**src/rtl/game_countdown_timer_if.sv**
```systemverilog
// Signal bundle between the game FSM and the countdown timer.
// The timer side uses the master modport, the game/display side uses slave.
interface game_countdown_timer_if;
    logic       game_active;
    logic       timer_expired;
    logic       tick_1hz;
    logic [6:0] seconds_left;
    logic [3:0] secs_tens;
    logic [3:0] secs_ones;

    modport master (
        input  game_active,
        output timer_expired,
        output tick_1hz,
        output seconds_left,
        output secs_tens,
        output secs_ones
    );

    modport slave (
        output game_active,
        input  timer_expired,
        input  tick_1hz,
        input  seconds_left,
        input  secs_tens,
        input  secs_ones
    );
endinterface

```
**src/rtl/game_countdown_timer.sv**
```systemverilog
// Round countdown timer for the game FSM.
// Counts GAME_SECONDS whole seconds down from the system clock once a round
// starts, pulses timer_expired at zero, and keeps a BCD copy of the
// remaining time for the seven-segment display.
module game_countdown_timer #(
    parameter int CLK_HZ       = 100_000_000,
    parameter int GAME_SECONDS = 30
) (
    input  logic                  clkIn,
    input  logic                  reset,
    game_countdown_timer_if.master bus
);

    localparam int          PW        = (CLK_HZ > 2) ? $clog2(CLK_HZ) : 1;
    localparam logic [PW-1:0] PRE_MAX = PW'(CLK_HZ - 1);
    localparam logic [6:0]  LOAD_SECS = 7'(GAME_SECONDS);
    localparam logic [3:0]  LOAD_TENS = 4'(GAME_SECONDS / 10);
    localparam logic [3:0]  LOAD_ONES = 4'(GAME_SECONDS % 10);

    typedef enum logic [1:0] {
        IDLE,
        COUNT,
        DONE
    } state_t;

    state_t        state;
    logic [PW-1:0] prescaler;
    logic [6:0]    seconds_q;
    logic [3:0]    tens_q;
    logic [3:0]    ones_q;
    logic          expired_q;
    logic          tick_q;

    // Round FSM: prescaler, binary and BCD countdown, and one-cycle pulses, all registered.
    always_ff @(posedge clkIn) begin
        if (reset) begin
            state     <= IDLE;
            prescaler <= '0;
            seconds_q <= LOAD_SECS;
            tens_q    <= LOAD_TENS;
            ones_q    <= LOAD_ONES;
            expired_q <= 1'b0;
            tick_q    <= 1'b0;
        end else begin
            expired_q <= 1'b0;
            tick_q    <= 1'b0;
            case (state)
                IDLE: begin
                    if (bus.game_active) begin
                        state     <= COUNT;
                        prescaler <= '0;
                        seconds_q <= LOAD_SECS;
                        tens_q    <= LOAD_TENS;
                        ones_q    <= LOAD_ONES;
                    end
                end
                COUNT: begin
                    if (!bus.game_active) begin
                        state     <= IDLE;
                        prescaler <= '0;
                    end else if (prescaler == PRE_MAX) begin
                        prescaler <= '0;
                        tick_q    <= 1'b1;
                        if (seconds_q <= 7'd1) begin
                            seconds_q <= 7'd0;
                            tens_q    <= 4'd0;
                            ones_q    <= 4'd0;
                            expired_q <= 1'b1;
                            state     <= DONE;
                        end else begin
                            seconds_q <= seconds_q - 7'd1;
                            if (ones_q == 4'd0) begin
                                ones_q <= 4'd9;
                                tens_q <= tens_q - 4'd1;
                            end else begin
                                ones_q <= ones_q - 4'd1;
                            end
                        end
                    end else begin
                        prescaler <= prescaler + PW'(1);
                    end
                end
                DONE: begin
                    if (!bus.game_active) begin
                        state <= IDLE;
                    end
                end
                default: begin
                    state     <= IDLE;
                    prescaler <= '0;
                end
            endcase
        end
    end

    // Drive the registered values onto the interface.
    always_comb begin
        bus.timer_expired = expired_q;
        bus.tick_1hz      = tick_q;
        bus.seconds_left  = seconds_q;
        bus.secs_tens     = tens_q;
        bus.secs_ones     = ones_q;
    end

endmodule

```
**src/flat_wrapper.sv**
```systemverilog
// flat-port wrapper written by rule: the top's interface ports become plain ports
module game_countdown_timer_flat 
#(
    parameter int CLK_HZ       = 100_000_000,
    parameter int GAME_SECONDS = 30
)
  (clkIn, reset, bus_game_active, bus_timer_expired, bus_tick_1hz, bus_seconds_left, bus_secs_tens, bus_secs_ones);
  game_countdown_timer_if bus_i ();
  input  logic clkIn;
  input  logic reset;
  input wire logic [$bits(bus_i.game_active)-1:0] bus_game_active;
  output wire logic [$bits(bus_i.timer_expired)-1:0] bus_timer_expired;
  output wire logic [$bits(bus_i.tick_1hz)-1:0] bus_tick_1hz;
  output wire logic [$bits(bus_i.seconds_left)-1:0] bus_seconds_left;
  output wire logic [$bits(bus_i.secs_tens)-1:0] bus_secs_tens;
  output wire logic [$bits(bus_i.secs_ones)-1:0] bus_secs_ones;
  assign bus_i.game_active = bus_game_active;
  assign bus_timer_expired = bus_i.timer_expired;
  assign bus_tick_1hz = bus_i.tick_1hz;
  assign bus_seconds_left = bus_i.seconds_left;
  assign bus_secs_tens = bus_i.secs_tens;
  assign bus_secs_ones = bus_i.secs_ones;
  game_countdown_timer #(.CLK_HZ(CLK_HZ), .GAME_SECONDS(GAME_SECONDS)) u_core (.clkIn(clkIn), .reset(reset), .bus(bus_i));
endmodule
```
**config.mk**
```make
export PLATFORM = sky130hd
export DESIGN_NAME = game_countdown_timer_flat
export DESIGN_NICKNAME = d
export VERILOG_FILES = /design/src/rtl/game_countdown_timer_if.sv /design/src/rtl/game_countdown_timer.sv /design/src/flat_wrapper.sv
export SDC_FILE = /design/constraint.sdc
export NUM_CORES = 1
export LEC_CHECK = 0
export ABC_AREA = 1
export BUFFER_PORTS_ARGS = -buffer_cell sky130_fd_sc_hd__buf_2
export CAP_MARGIN = 20
export CORE_ASPECT_RATIO = 1.5
export CORE_MARGIN = 5
export CORE_UTILIZATION = 51
export DETAILED_ROUTE_END_ITERATION = 12
export PLACE_DENSITY = 0.66
export SLEW_MARGIN = 20
export SYNTH_ARGS = -nofsm -noshare
export SYNTH_HDL_FRONTEND = slang
export SYNTH_SLANG_ARGS = --single-unit
```
**constraint.sdc**
```tcl
create_clock -name clkIn -period 4.07 [get_ports clkIn]
set_input_delay 0.407 -clock clkIn [delete_from_list [all_inputs] [get_ports clkIn]]
set_output_delay 0.407 -clock clkIn [all_outputs]
set_load 0.01 [all_outputs]
```
**Word level (Yosys, flattened, before mapping)**

Cells that the tools add are included.

- Bits in registers: 46
- Input port bits: 3
- Output and inout bits: 17
- Logic and storage cells: 64

- Add/sub/neg operators: 4
- Order comparisons: 1
- Equal/unequal tests: 10
- Muxes and demuxes: 29
- Bitwise gates (word level): 4
- Reductions and logical operators: 9

Operators with widths:

| operator | number |
|---|---|
| 27-bit 2-to-1 mux | 3 |
| 27-bit one-hot mux with 3 select lines | 1 |
| 4-bit 2-to-1 mux | 10 |
| 7-bit 2-to-1 mux | 4 |
| 27-bit by 1-bit adder with 27-bit output, second input constant | 1 |
| 27-bit equality test, second input constant | 1 |
| 4-bit one-hot mux with 2 select lines | 2 |
| 7-bit one-hot mux with 2 select lines | 1 |
| 2-bit 2-to-1 mux | 5 |
| 4-bit AND reduction | 2 |
| 4-bit by 1-bit subtractor with 4-bit output, second input constant | 2 |
| 7-bit by 1-bit less-or-equal comparator with 1-bit output, second input constant | 1 |
| 7-bit by 1-bit subtractor with 7-bit output, second input constant | 1 |
| 2-bit inequality test, second input constant | 3 |
| 3-bit by 2-bit inequality test with 1-bit output, second input constant | 2 |
| 2-bit one-hot mux with 3 select lines | 1 |
| 5-bit AND reduction | 1 |
| 4-bit zero test | 1 |
| 1-bit NOT | 4 |
| 4-bit OR reduction | 1 |
| 3-bit by 1-bit inequality test with 1-bit output, second input constant | 1 |
| 3-bit OR reduction | 1 |
| 2-bit by 1-bit equality test with 1-bit output, second input constant | 1 |
| 2-bit equality test, second input constant | 1 |
| 5 further kinds | 6 |

**Logic depth before layout (Yosys ltp)**

- Depth after elaboration: 6
- Depth in mapped cells: 11

**Least setup slack after synthesis**

OpenSTA, ideal clock, no wires.

- Path type: reg-to-reg
- Start: reg u_core.prescaler[1]
- End: reg u_core.seconds_q[1] (netlist: u_core.bus.seconds_left[1])
- Library setup time: 0.119 ns
- Arrival time: 1.461 ns
- Required time: 3.951 ns
- Slack: 2.490 ns
- Cell stages (with the launch flop): 12
- Cells stage by stage: dfxtp_1 > ha_1 > inv_1 > nor2_1 > nand2_2 > nor2_2 > nand2_2 > nand2_4 > nand2_2 > buf_6 > a21oi_1 > o21ai_1

- Word-level cells in the longest chain between the ends: 3

RTL lines:

| item | RTL line | RTL |
|---|---|---|
| start, declared | game_countdown_timer.sv:27 | `logic [PW-1:0] prescaler;` |
| start signal, assigned | game_countdown_timer.sv:80 | `prescaler <= prescaler + PW'(1);` |
| 27-bit equality test | game_countdown_timer.sv:61 | `end else if (prescaler == PRE_MAX) begin` |
| 2-bit by 1-bit inequality test with 1-bit output (no source line) | - |  |
| 4-bit AND reduction (no source line) | - |  |
| end signal, assigned | game_countdown_timer.sv:71 | `seconds_q <= seconds_q - 7'd1;` |
| end, declared | game_countdown_timer.sv:28 | `logic [6:0] seconds_q;` |

No other way between the ends.
A chain may end at the register's enable or synchronous reset.

**Worst setup path after layout**

- Start: reg u_core.prescaler[1]
- End: reg u_core.seconds_q[3] (netlist: u_core.bus.seconds_left[3])

The elaborated chain is that of the path after synthesis.

==> reports/summary.txt <==
Crit Reg-Reg Endpoint - u_core.bus.seconds_left[3]$_SDFFE_PP1P_
CTS max path bufs - 2
Cells after Synth - 379
most common cell after layout, fill and taps aside - nand2_1
P&R area growth vs syn - 8.59%
H-tree depth - 2
status - finished clean
Seq/Total Area, Yosys - 35.3%
DRC viols - 0
slowest CP cell - dfxtp_1
WP data arrival - 2.04 ns
max_cap viols - 0
Layout Utilization - 56.2%
worst hold start - reset
max-slew violation count - 0
Reg2Reg Launch Point - u_core.prescaler[1]$_SDFFE_PP0P_
Crit Path Category - reg -> reg
critical path's top delay family - simple AND/OR/NAND/NOR gates
antenna cells - 0
half-perimeter wire length after placement - 4450 um
Worst Path Max Fanout - 16
Cell variety after synth - 30
hold-fix buffers at CTS - 0
Die Y - 97.6 um
routability congestion estimate - 0.812
hold endpoint - u_core.prescaler[1]$_SDFFE_PP0P_
DP Area - 2730 um^2
Setup crit start kind - flop
vias in the first global route - 2,342
Worst Path Required - 4.25 ns
most frequent cells in the layout - nand2_1, nor2_1, dfxtp_1
Yosys warning count - 0
Max stage delay on crit path - 0.36 ns
R2R cell count - 10
Die ar. - 6680 um^2
RSZ-0062 raised after global routing - no
synthesized area per cell - 6.88 um^2
synthesized flop and latch total - 46
DR pass1 iterations - 7
total power - 1.02 mW
IO Pins - 20
hold crit path type - in -> reg
Avg WL per Cell - 12.3 um
reg-to-reg slack, setup - 2.21 ns
total gr overflow - 0
clk slew on worst S/H paths - 0.09 ns
cell area after layout - 2830 um^2
Period minus WS final - 1.86 ns
initial antenna violation count - 0
CTS root buf - clkbuf_8
Clock Skew - 0.00961 ns
syn nets - 388
setup_tns - 0 ns
Initial Util - 51.7%
vias - 2,341
initial DRC count - 89
# resized after CTS - 0
Slew @ Worst Pin - 0.441 ns
Die X - 68.4 um
period utilisation layout - 45.8%
CTS sink cnt - 46
Mapped Area - 2610 um^2
row count - 32
Final Hold Viols - 0
Final Setup Violations - 0
max_slew headroom - 70.6%
Crit path top cell by count - nand2_2
FMAX - 0.537 GHz
Cell Pwr Density - 359 nW/um^2
GRT Total Usage - 19.5%
# Post-CTS Setup Buffers - 0
Bufs and invs on worst path - 1
VDD IR-drop max - 178 uV
number of antenna-violating nets in the routed design - 0
Via density - 5.02
core box area - 5040 um^2
Worst Setup End Kind - flop
LEAKAGE - 1.14 nW
CP Cell Sequence - ha_1, inv_1, nor2_1, nand2_2, nor2_2, nand2_2, nand2_4, nand2_2, o21ai_0, nand3_1
drt total wl - 5760 um
clock latency on the worst-skew pair - 0.30 ns
Port Buffers - 19
largest net degree at the start of global routing - 25
first-pass GRT wire length - 10,200 um
share of layout cells above drive strength 1 - 13.1%
hold depth - 2
TritonCTS clock tree - yes
CTS buffer count - 5
Net count, final - 406
how the worst max path moves through the flow:
| stage | startpoint | end | slack, ns | cells past startpoint |
|---|---|---|---|---|
| after detailed placement | u_core.prescaler[1]$_SDFFE_PP0P_ | u_core.bus.seconds_left[3]$_SDFFE_PP1P_ | 2.21 | 10 |
| final | u_core.prescaler[1]$_SDFFE_PP0P_ | u_core.bus.seconds_left[3]$_SDFFE_PP1P_ | 2.21 | 10 |
| after floorplan | u_core.prescaler[1]$_SDFFE_PP0P_ | u_core.bus.seconds_left[1]$_SDFFE_PP1P_ | 2.49 | 11 |
| after global routing | u_core.prescaler[1]$_SDFFE_PP0P_ | u_core.bus.seconds_left[3]$_SDFFE_PP1P_ | 1.95 | 10 |
| after global placement | u_core.prescaler[1]$_SDFFE_PP0P_ | u_core.bus.seconds_left[3]$_SDFFE_PP1P_ | 2.29 | 10 |
| after CTS | u_core.prescaler[1]$_SDFFE_PP0P_ | u_core.bus.seconds_left[3]$_SDFFE_PP1P_ | 2.20 | 10 |
report_power, final:
group          internal (mW)  total [mW]  switching [mW]
registers              0.469       0.493          0.0244
logic                 0.0678       0.209           0.141
clock network          0.156       0.315           0.160
total                  0.692        1.02           0.325
cell type report:
cell class                      instances  area, um^2
Clock buffer                            7        96.3
Clock inverter                          1        8.76
Fill cell                             543        2210
Inverter                               43         161
Multi-Input combinational cell        282        1470
Sequential cell                        46         921
Tap cell                               68        85.1
Timing Repair Buffer                   19        95.1
cell families after synthesis:
family / count (synthesis) / share of synthesized area [%]
AO/OA/AOI/OAI: 31 / 6.67
XOR/XNOR: 18 / 6.04
adder cells (fa/ha/maj): 6 / 2.88
buffers and inverters: 51 / 8.54
flip-flops: 46 / 35.3
AND/OR/NAND/NOR: 227 / 40.6
layer usage:
layer,vias to the layer above,part of all wire (%),track usage (%)
met1,1062,39,20.4
met5,-,0,0
met4,0,2.3,7.20
met3,11,1.6,2.78
met2,28,58,36.6
li1,1240,-,-
registers in the layout, summed over array words and instances (netlist names):
register	count
u_core.bus.seconds_left	7
u_core.bus.secs_ones	4
u_core.bus.tick_1hz	1
u_core.bus.timer_expired	1
u_core.prescaler	27
u_core.bus.secs_tens	4
u_core.state	2
worst reg2reg max path, delay by kind of cell, from the launching register on:
kind | cells | cell delay, ns
compound gates | 1 | 0.20
fa+ha+maj | 1 | 0.17
buf+inv | 1 | 0.04
flops | 1 | 0.36
simple gates | 7 | 0.96
through the flow:
stage	instances	hold slack (ns)	setup WS (ns)
detailed placement	458	0.472	2.21
CTS	466	0.457	2.20
global route	466	0.478	1.95
floorplan	379	0.450	2.49
finish	466	0.456	2.21
global placement	458	0.463	2.29
synthesized netlist by cell type (all sizes together):
master / instances / area share, %
o21ai: 13 / 2.9
nand3: 36 / 7.1
dfxtp: 46 / 35
xor2: 15 / 5.0
a31oi: 1 / 0.24
a21oi: 14 / 2.7
nor3: 10 / 2.1
nand3b: 2 / 0.58
clkbuf: 3 / 0.43
o22ai: 1 / 0.24
ha: 6 / 2.9
nor3b: 3 / 0.86
buf: 5 / 1.9
inv: 43 / 6.2
nand2: 97 / 15
nor4: 1 / 0.24
xnor2: 3 / 1.0
o21bai: 2 / 0.58
nand4: 10 / 2.4
nor2: 68 / 12
Note: power is estimated with default switching activity, not from simulation.
